[src/rtl/lia_ctrl_pkg.sv]
// Shared constants for the lock-in sweep controller: default datapath widths and FSM encoding.
// Optional accumulator saturation is selected with the LIA_SWEEP_SAT_EN macro.
package lia_ctrl_pkg;

   localparam int PHASE_WIDTH_DEF = 32;
   localparam int MIXER_WIDTH_DEF = 24;
   localparam int ACC_WIDTH_DEF   = 48;
   localparam int CNT_WIDTH_DEF   = 16;

   typedef logic [1:0] state_t;

   localparam state_t ST_IDLE   = 2'd0;
   localparam state_t ST_SETTLE = 2'd1;
   localparam state_t ST_INTEG  = 2'd2;
   localparam state_t ST_OUTPUT = 2'd3;

endpackage

[src/rtl/lia_iq_integrator.sv]
// Dual signed I/Q accumulators with sample counter; wraps by default, saturates with a
// sticky clip flag when LIA_SWEEP_SAT_EN is defined.
module lia_iq_integrator
   import lia_ctrl_pkg::*;
#(
   parameter int MIXER_WIDTH = MIXER_WIDTH_DEF,
   parameter int ACC_WIDTH   = ACC_WIDTH_DEF,
   parameter int CNT_WIDTH   = CNT_WIDTH_DEF
)(
   input  logic                   clk,
   input  logic                   rst,
   input  logic                   clr,
   input  logic                   en,
   input  logic [MIXER_WIDTH-1:0] i_in,
   input  logic [MIXER_WIDTH-1:0] q_in,
   input  logic [CNT_WIDTH-1:0]   len,
   output logic [ACC_WIDTH-1:0]   acc_i,
   output logic [ACC_WIDTH-1:0]   acc_q,
   output logic                   last
`ifdef LIA_SWEEP_SAT_EN
   ,output logic                  sat_flag
`endif
);

`ifdef LIA_SWEEP_SAT_EN
   // One guard bit above the accumulator exposes signed overflow.
   localparam int SW = ACC_WIDTH + 1;
   localparam logic [ACC_WIDTH-1:0] ACC_MAX = {1'b0, {(ACC_WIDTH-1){1'b1}}};
   localparam logic [ACC_WIDTH-1:0] ACC_MIN = {1'b1, {(ACC_WIDTH-1){1'b0}}};
   logic sat_q, sat_d;
   logic ovf_i, ovf_q;
`else
   localparam int SW = ACC_WIDTH;
`endif
   localparam logic [CNT_WIDTH-1:0] CNT_ONE = 1;

   logic [ACC_WIDTH-1:0] acc_i_q, acc_i_d, acc_q_q, acc_q_d;
   logic [CNT_WIDTH-1:0] cnt_q, cnt_d;
   logic [SW-1:0]        sum_i, sum_q;

   always_comb begin
      sum_i   = SW'($signed(acc_i_q)) + SW'($signed(i_in));
      sum_q   = SW'($signed(acc_q_q)) + SW'($signed(q_in));
      acc_i_d = acc_i_q;
      acc_q_d = acc_q_q;
      cnt_d   = cnt_q;
`ifdef LIA_SWEEP_SAT_EN
      ovf_i   = sum_i[ACC_WIDTH] ^ sum_i[ACC_WIDTH-1];
      ovf_q   = sum_q[ACC_WIDTH] ^ sum_q[ACC_WIDTH-1];
      sat_d   = sat_q;
`endif
      if (clr) begin
         acc_i_d = '0;
         acc_q_d = '0;
         cnt_d   = '0;
`ifdef LIA_SWEEP_SAT_EN
         sat_d   = 1'b0;
`endif
      end else if (en) begin
         cnt_d = cnt_q + CNT_ONE;
`ifdef LIA_SWEEP_SAT_EN
         acc_i_d = ovf_i ? (sum_i[ACC_WIDTH] ? ACC_MIN : ACC_MAX) : sum_i[ACC_WIDTH-1:0];
         acc_q_d = ovf_q ? (sum_q[ACC_WIDTH] ? ACC_MIN : ACC_MAX) : sum_q[ACC_WIDTH-1:0];
         sat_d   = sat_q | ovf_i | ovf_q;
`else
         acc_i_d = sum_i;
         acc_q_d = sum_q;
`endif
      end
   end

   always_ff @(posedge clk) begin
      if (rst) begin
         acc_i_q <= '0;
         acc_q_q <= '0;
         cnt_q   <= '0;
`ifdef LIA_SWEEP_SAT_EN
         sat_q   <= 1'b0;
`endif
      end else begin
         acc_i_q <= acc_i_d;
         acc_q_q <= acc_q_d;
         cnt_q   <= cnt_d;
`ifdef LIA_SWEEP_SAT_EN
         sat_q   <= sat_d;
`endif
      end
   end

   // Flags the sample that completes the point, so the FSM leaves INTEG on that same edge.
   assign last  = en && (({1'b0, cnt_q} + (CNT_WIDTH+1)'(1)) == {1'b0, len});
   assign acc_i = acc_i_q;
   assign acc_q = acc_q_q;
`ifdef LIA_SWEEP_SAT_EN
   assign sat_flag = sat_q;
`endif

endmodule

[src/rtl/lia_sweep_controller.sv]
// Frequency-sweep sequencer: steps the NCO increment, settles, integrates I/Q, hands results out.
// Define LIA_SWEEP_SAT_EN for saturating accumulators and the sat_flag output.
module lia_sweep_controller
   import lia_ctrl_pkg::*;
#(
   parameter int PHASE_WIDTH = PHASE_WIDTH_DEF,
   parameter int MIXER_WIDTH = MIXER_WIDTH_DEF,
   parameter int ACC_WIDTH   = ACC_WIDTH_DEF,
   parameter int CNT_WIDTH   = CNT_WIDTH_DEF
)(
   input  logic                   clk,
   input  logic                   rst,
   input  logic                   start,
   input  logic                   abort,
   input  logic [PHASE_WIDTH-1:0] f_start,
   input  logic [PHASE_WIDTH-1:0] f_step,
   input  logic [CNT_WIDTH-1:0]   n_points,
   input  logic [CNT_WIDTH-1:0]   settle_cycles,
   input  logic [CNT_WIDTH-1:0]   integ_len,
   output logic [PHASE_WIDTH-1:0] phase_increment,
   input  logic [MIXER_WIDTH-1:0] mixer_i_in,
   input  logic [MIXER_WIDTH-1:0] mixer_q_in,
   input  logic                   mixer_valid,
   output logic [ACC_WIDTH-1:0]   result_i,
   output logic [ACC_WIDTH-1:0]   result_q,
   output logic [CNT_WIDTH-1:0]   result_idx,
   output logic                   result_valid,
   input  logic                   result_ready,
   output logic                   busy,
   output logic                   done
`ifdef LIA_SWEEP_SAT_EN
   ,output logic                  sat_flag
`endif
);

   localparam logic [CNT_WIDTH-1:0] CNT_ONE = 1;

   state_t                 state_q, state_d;
   logic [PHASE_WIDTH-1:0] phase_q, phase_d;
   logic [PHASE_WIDTH-1:0] f_step_q, f_step_d;
   logic [CNT_WIDTH-1:0]   n_points_q, n_points_d;
   logic [CNT_WIDTH-1:0]   settle_q, settle_d;
   logic [CNT_WIDTH-1:0]   integ_len_q, integ_len_d;
   logic [CNT_WIDTH-1:0]   idx_q, idx_d;
   logic [CNT_WIDTH-1:0]   settle_cnt_q, settle_cnt_d;
   logic                   done_q, done_d;

   logic start_ok, start_empty, settle_end, handshake, last_point;
   logic int_clr, int_en, int_last;

   always_comb begin
      start_ok    = start && !abort && (n_points != '0) && (integ_len != '0);
      start_empty = start && !abort && ((n_points == '0) || (integ_len == '0));
      settle_end  = (state_q == ST_SETTLE) && (settle_cnt_q == settle_q);
      handshake   = (state_q == ST_OUTPUT) && result_ready && !abort;
      last_point  = (idx_q == n_points_q - CNT_ONE);
      int_clr     = settle_end && !abort;
      int_en      = (state_q == ST_INTEG) && mixer_valid && !abort;
   end

   lia_iq_integrator #(
      .MIXER_WIDTH (MIXER_WIDTH),
      .ACC_WIDTH   (ACC_WIDTH),
      .CNT_WIDTH   (CNT_WIDTH)
   ) u_integ (
      .clk      (clk),
      .rst      (rst),
      .clr      (int_clr),
      .en       (int_en),
      .i_in     (mixer_i_in),
      .q_in     (mixer_q_in),
      .len      (integ_len_q),
      .acc_i    (result_i),
      .acc_q    (result_q),
      .last     (int_last)
`ifdef LIA_SWEEP_SAT_EN
      ,.sat_flag (sat_flag)
`endif
   );

   always_ff @(posedge clk) begin
      if (rst) state_q <= ST_IDLE;
      else     state_q <= state_d;
   end

   always_comb begin
      state_d = state_q;
      case (state_q)
         ST_IDLE:   if (start_ok) state_d = ST_SETTLE;
         ST_SETTLE: if (settle_end) state_d = ST_INTEG;
         ST_INTEG:  if (int_last) state_d = ST_OUTPUT;
         ST_OUTPUT: if (handshake) state_d = last_point ? ST_IDLE : ST_SETTLE;
         default:   state_d = ST_IDLE;
      endcase
      if (abort) state_d = ST_IDLE;
   end

   // Config is captured only on a real sweep start and held until the next one.
   always_comb begin
      phase_d      = phase_q;
      f_step_d     = f_step_q;
      n_points_d   = n_points_q;
      settle_d     = settle_q;
      integ_len_d  = integ_len_q;
      idx_d        = idx_q;
      settle_cnt_d = settle_cnt_q;
      done_d       = 1'b0;
      case (state_q)
         ST_IDLE: begin
            done_d = start_empty;
            if (start_ok) begin
               phase_d      = f_start;
               f_step_d     = f_step;
               n_points_d   = n_points;
               settle_d     = settle_cycles;
               integ_len_d  = integ_len;
               idx_d        = '0;
               settle_cnt_d = '0;
            end
         end
         ST_SETTLE: settle_cnt_d = settle_cnt_q + CNT_ONE;
         ST_OUTPUT: begin
            settle_cnt_d = '0;
            if (handshake) begin
               if (last_point) begin
                  done_d = 1'b1;
               end else begin
                  idx_d   = idx_q + CNT_ONE;
                  phase_d = phase_q + f_step_q;
               end
            end
         end
         default: ;
      endcase
   end

   always_ff @(posedge clk) begin
      if (rst) begin
         phase_q      <= '0;
         f_step_q     <= '0;
         n_points_q   <= '0;
         settle_q     <= '0;
         integ_len_q  <= '0;
         idx_q        <= '0;
         settle_cnt_q <= '0;
         done_q       <= 1'b0;
      end else begin
         phase_q      <= phase_d;
         f_step_q     <= f_step_d;
         n_points_q   <= n_points_d;
         settle_q     <= settle_d;
         integ_len_q  <= integ_len_d;
         idx_q        <= idx_d;
         settle_cnt_q <= settle_cnt_d;
         done_q       <= done_d;
      end
   end

   assign phase_increment = phase_q;
   assign result_idx      = idx_q;
   assign result_valid    = (state_q == ST_OUTPUT);
   assign busy            = (state_q != ST_IDLE);
   assign done            = done_q;

endmodule

[config.mk]
export PLATFORM = sky130hd
export DESIGN_NAME = lia_sweep_controller
export DESIGN_NICKNAME = d
export VERILOG_FILES = /design/src/rtl/lia_ctrl_pkg.sv /design/src/rtl/lia_iq_integrator.sv /design/src/rtl/lia_sweep_controller.sv
export SDC_FILE = /design/constraint.sdc
export NUM_CORES = 1
export LEC_CHECK = 0
export CORE_ASPECT_RATIO = 0.9
export CORE_UTILIZATION = 59
export DETAILED_ROUTE_END_ITERATION = 10
export PLACE_DENSITY_LB_ADDON = 0.12
export SLEW_MARGIN = 20
export SYNTH_ARGS = -nofsm -noshare
export SYNTH_HDL_FRONTEND = slang
export SYNTH_SLANG_ARGS = --single-unit
[constraint.sdc]
create_clock -name clk -period 8.85 [get_ports clk]
set_input_delay 0.885 -clock clk [delete_from_list [all_inputs] [get_ports clk]]
set_output_delay 0.885 -clock clk [all_outputs]
set_load 0.02 [all_outputs]
==> results.yml <==
timing:
  setup_viol: 0
  period_share_pct: 51.07
  finalClockSkew_ns: 0.02144
  final-max-slew-violation-count: 0
  rsz0062_at_grt: "false"
  worst_slew_pin_slew_ns: 1.112
  relSlewSlack_pct: 25.63
  finalHoldViolCount: 0
  timing.fmax_mhz: 221.3
  tns_ns: 0
  period_minus_slack_ns: 4.520
drt:
  viasPerCell: 5.968
  wl_per_cell_um: 16.85
  firstDrtPassIters: 5
  wirelength_um: 50000
  num_vias: 17710
  ant_nets: 0
  drt_iter0_drc: 1261
  drc: 0
die:
  initial_core_util_pct: 59.86
  die_y_um: 167.0
  rows: 60
  core-area_sq_um: 29800
  die_w_um: 185.3
  fp.dieArea_sq_um: 30940
  ioPinCount: 313
cts:
  numCtsBuffers: 29
  cts_tree: "yes"
  clockBufferDepth: 3
  cts_resized: 0
  clock-sinks: 259
  cts_setup_buffers: 0
  cts_hold_buf: 0
  clk_pin_slew_ns: 0.06
  htreeDepth: 1
  root_buffer: "clkbuf_16"
  clock_latency_ns: 0.58
worst_setup_path:
  worst_setup_path_start_kind: "input port"
  endpoint_kind: "register"
  crit_required_ns: 9.30
  slowest_stage: "clkdlybuf4s50_1"
  slowest_delay_ns: 1.00
  worstPathCellList: "clkdlybuf4s50_1 -> ha_1 -> nand4_1 -> nor2_1 -> nand3_1 -> or2_2 -> a211oi_1 -> o2111ai_1 -> o21ai_1 -> a31oi_1 -> o211a_1 -> a211o_1"
  worstPathMaxFanout: 26
  crit_type: "input port to register"
  arrival_ns: 4.97
layout:
  most-common-layout-cells: "nand2_1, clkdlybuf4s50_1, a21oi_1, dfxtp_1, nor2_1"
  final_common_cell: "nand2_1"
  nets: 2843
  fillers: 2305
  syn_to_final_growth_pct: 23.34
  finish.utilization_pct: 73.83
  drive_gt1_share_pct: 4.803
flow_run:
  cap_viol_max_count: 0
grt:
  grt_pass1_wl_um: 81450
  grt_overflow: 0
  grt_max_degree: 93
  antenna_found_initial: 7
  grt.total_usage_pct: 31.65
  first_global_vias: 16610
yosys:
  synth_area_leaders: "dfxtp_1, ha_1, nand2_1, a21oi_1, xnor2_1"
  synthArstFlopShare_pct: 0
  synth_ff_type: "dfxtp_1"
  synth.top_cell.area_share_pct: 29.06
  synth_top_cell_by_area: "dfxtp_1"
  synthesis.nets: 2614
  synth_edf_count: 0
  synthCells: 2312
  ys_ff_latch: 259
  synth.distinct_cells: 83
  syn_area_sq_um: 17840
  avgSynthCellArea_sq_um: 7.716
  synth-warning-count: 0
  yosysSeqAreaShare_pct: 29.06
power_and_ir_drop:
  powerDensity_nw_per_um2: 130.5
  p_leak_nw: 8.869
  peakVddDrop_mv: 0.1497
placed_design:
  dp_hpwl_um: 35880
  port_buffers: 312
  place_congestion: 0.9523
min_path:
  hold_class: "register to register"
status:
  outcome: "complete, no violations"
per-layer routing:
metal,up-vias,routed length (um),share of wire (%),track usage (%)
met2,631,22690,45,51.77
li1,8687,-,-,-
met3,106,4151,8.3,6.298
met4,6,1602,3.2,10.56
met5,-,36,0.072,0
met1,8283,21510,43,41.34
final timing paths:
path | from | end | slack [ns] | cells past startpoint
worst max-delay path | mixer_q_in[23] | u_integ.acc_q[46] | 4.33 | 12
worst min-delay path | f_step_q[28] | f_step_q[28] | 0.46 | 2
worst max register to register | n_points_q[0] | phase_increment[20] | 5.22 | 13
worst min register to register | f_step_q[28] | f_step_q[28] | 0.46 | 2
metrics by stage:
stage	power, W	setup slack, ns	hold WS [ns]	instance area, sq um	std cells
2_1_floorplan	0.001523	5.275	0.4400	17840	2312
3_3_place_gp	0.001678	3.988	0.4485	21050	2913
3_5_place_dp	0.001690	3.842	0.4531	21050	2913
4_1_cts	0.002888	4.384	0.4618	21990	2964
5_1_grt	0.002978	4.038	0.4846	22000	2968
6_report	0.002871	4.330	0.4624	22000	2968
cell usage after synthesis, types with 18 or more instances:
library cell	instances
nor4_1	21
xor2_1	75
nor2b_1	22
and3_1	31
nor2_1	155
a31oi_1	18
xnor2_1	117
clkbuf_1	93
o21ai_0	81
nand3_1	62
a21oi_1	281
inv_1	49
nor3_1	41
mux2i_1	28
o21a_1	19
nand4_1	51
a211oi_1	18
a211oi_2	23
ha_1	133
a21o_1	95
dfxtp_1	259
nand2_1	400
flip-flops by register name, indices dropped and copies added, names as in the netlist:
register and count:
integ_len_q 16, state_q 2, result_idx 16, phase_increment 32, n_points_q 16, settle_cnt_q 16
done 1, u_integ.acc_q 48, u_integ.cnt_q 16, settle_q 16, f_step_q 32, u_integ.acc_i 48
logic make-up (layout without fill, tap and decap cells):
family / after synthesis / after routing / synth area share [%]
mux: 28 / 28 / 1.571
other cells: 0 / 4 / 0
xor+xnor: 193 / 193 / 9.517
buf+inv: 173 / 422 / 3.970
flops: 259 / 259 / 29.06
compound gates: 655 / 655 / 23.68
simple gates: 868 / 868 / 22.53
fa+ha+maj: 136 / 136 / 9.665
cell type report:
cell class                      instances  area (sq um)  share of cell area, %
Tap cell                              403         504.2                  2.292
Antenna cell                            4         10.01                0.04549
Clock inverter                         12         107.6                 0.4890
Inverter                               49         183.9                 0.8359
Clock buffer                           39         833.3                  3.787
Multi-Input combinational cell       1880         11980                  54.46
Sequential cell                       259          5185                  23.56
Timing Repair Buffer                  322          3196                  14.52
power by group:
group | leakage [nW] | switching, W | internal [W]
clock network | 0.463 | 0.000512 | 0.000688
logic | 6.31 | 0.000243 | 0.000205
registers | 2.10 | 0.0000281 | 0.00120
total | 8.87 | 0.000783 | 0.00209
worst max-delay path: cells and delay by family:
| kind | cells | cell delay (ns) |
|---|---|---|
| adder cells (fa/ha/maj) | 1 | 0.73 |
| AO/OA/AOI/OAI | 6 | 1.53 |
| AND/OR/NAND/NOR | 4 | 0.82 |
| buffers and inverters | 1 | 1.00 |
No activity file was read; power rests on OpenSTA's default activity.
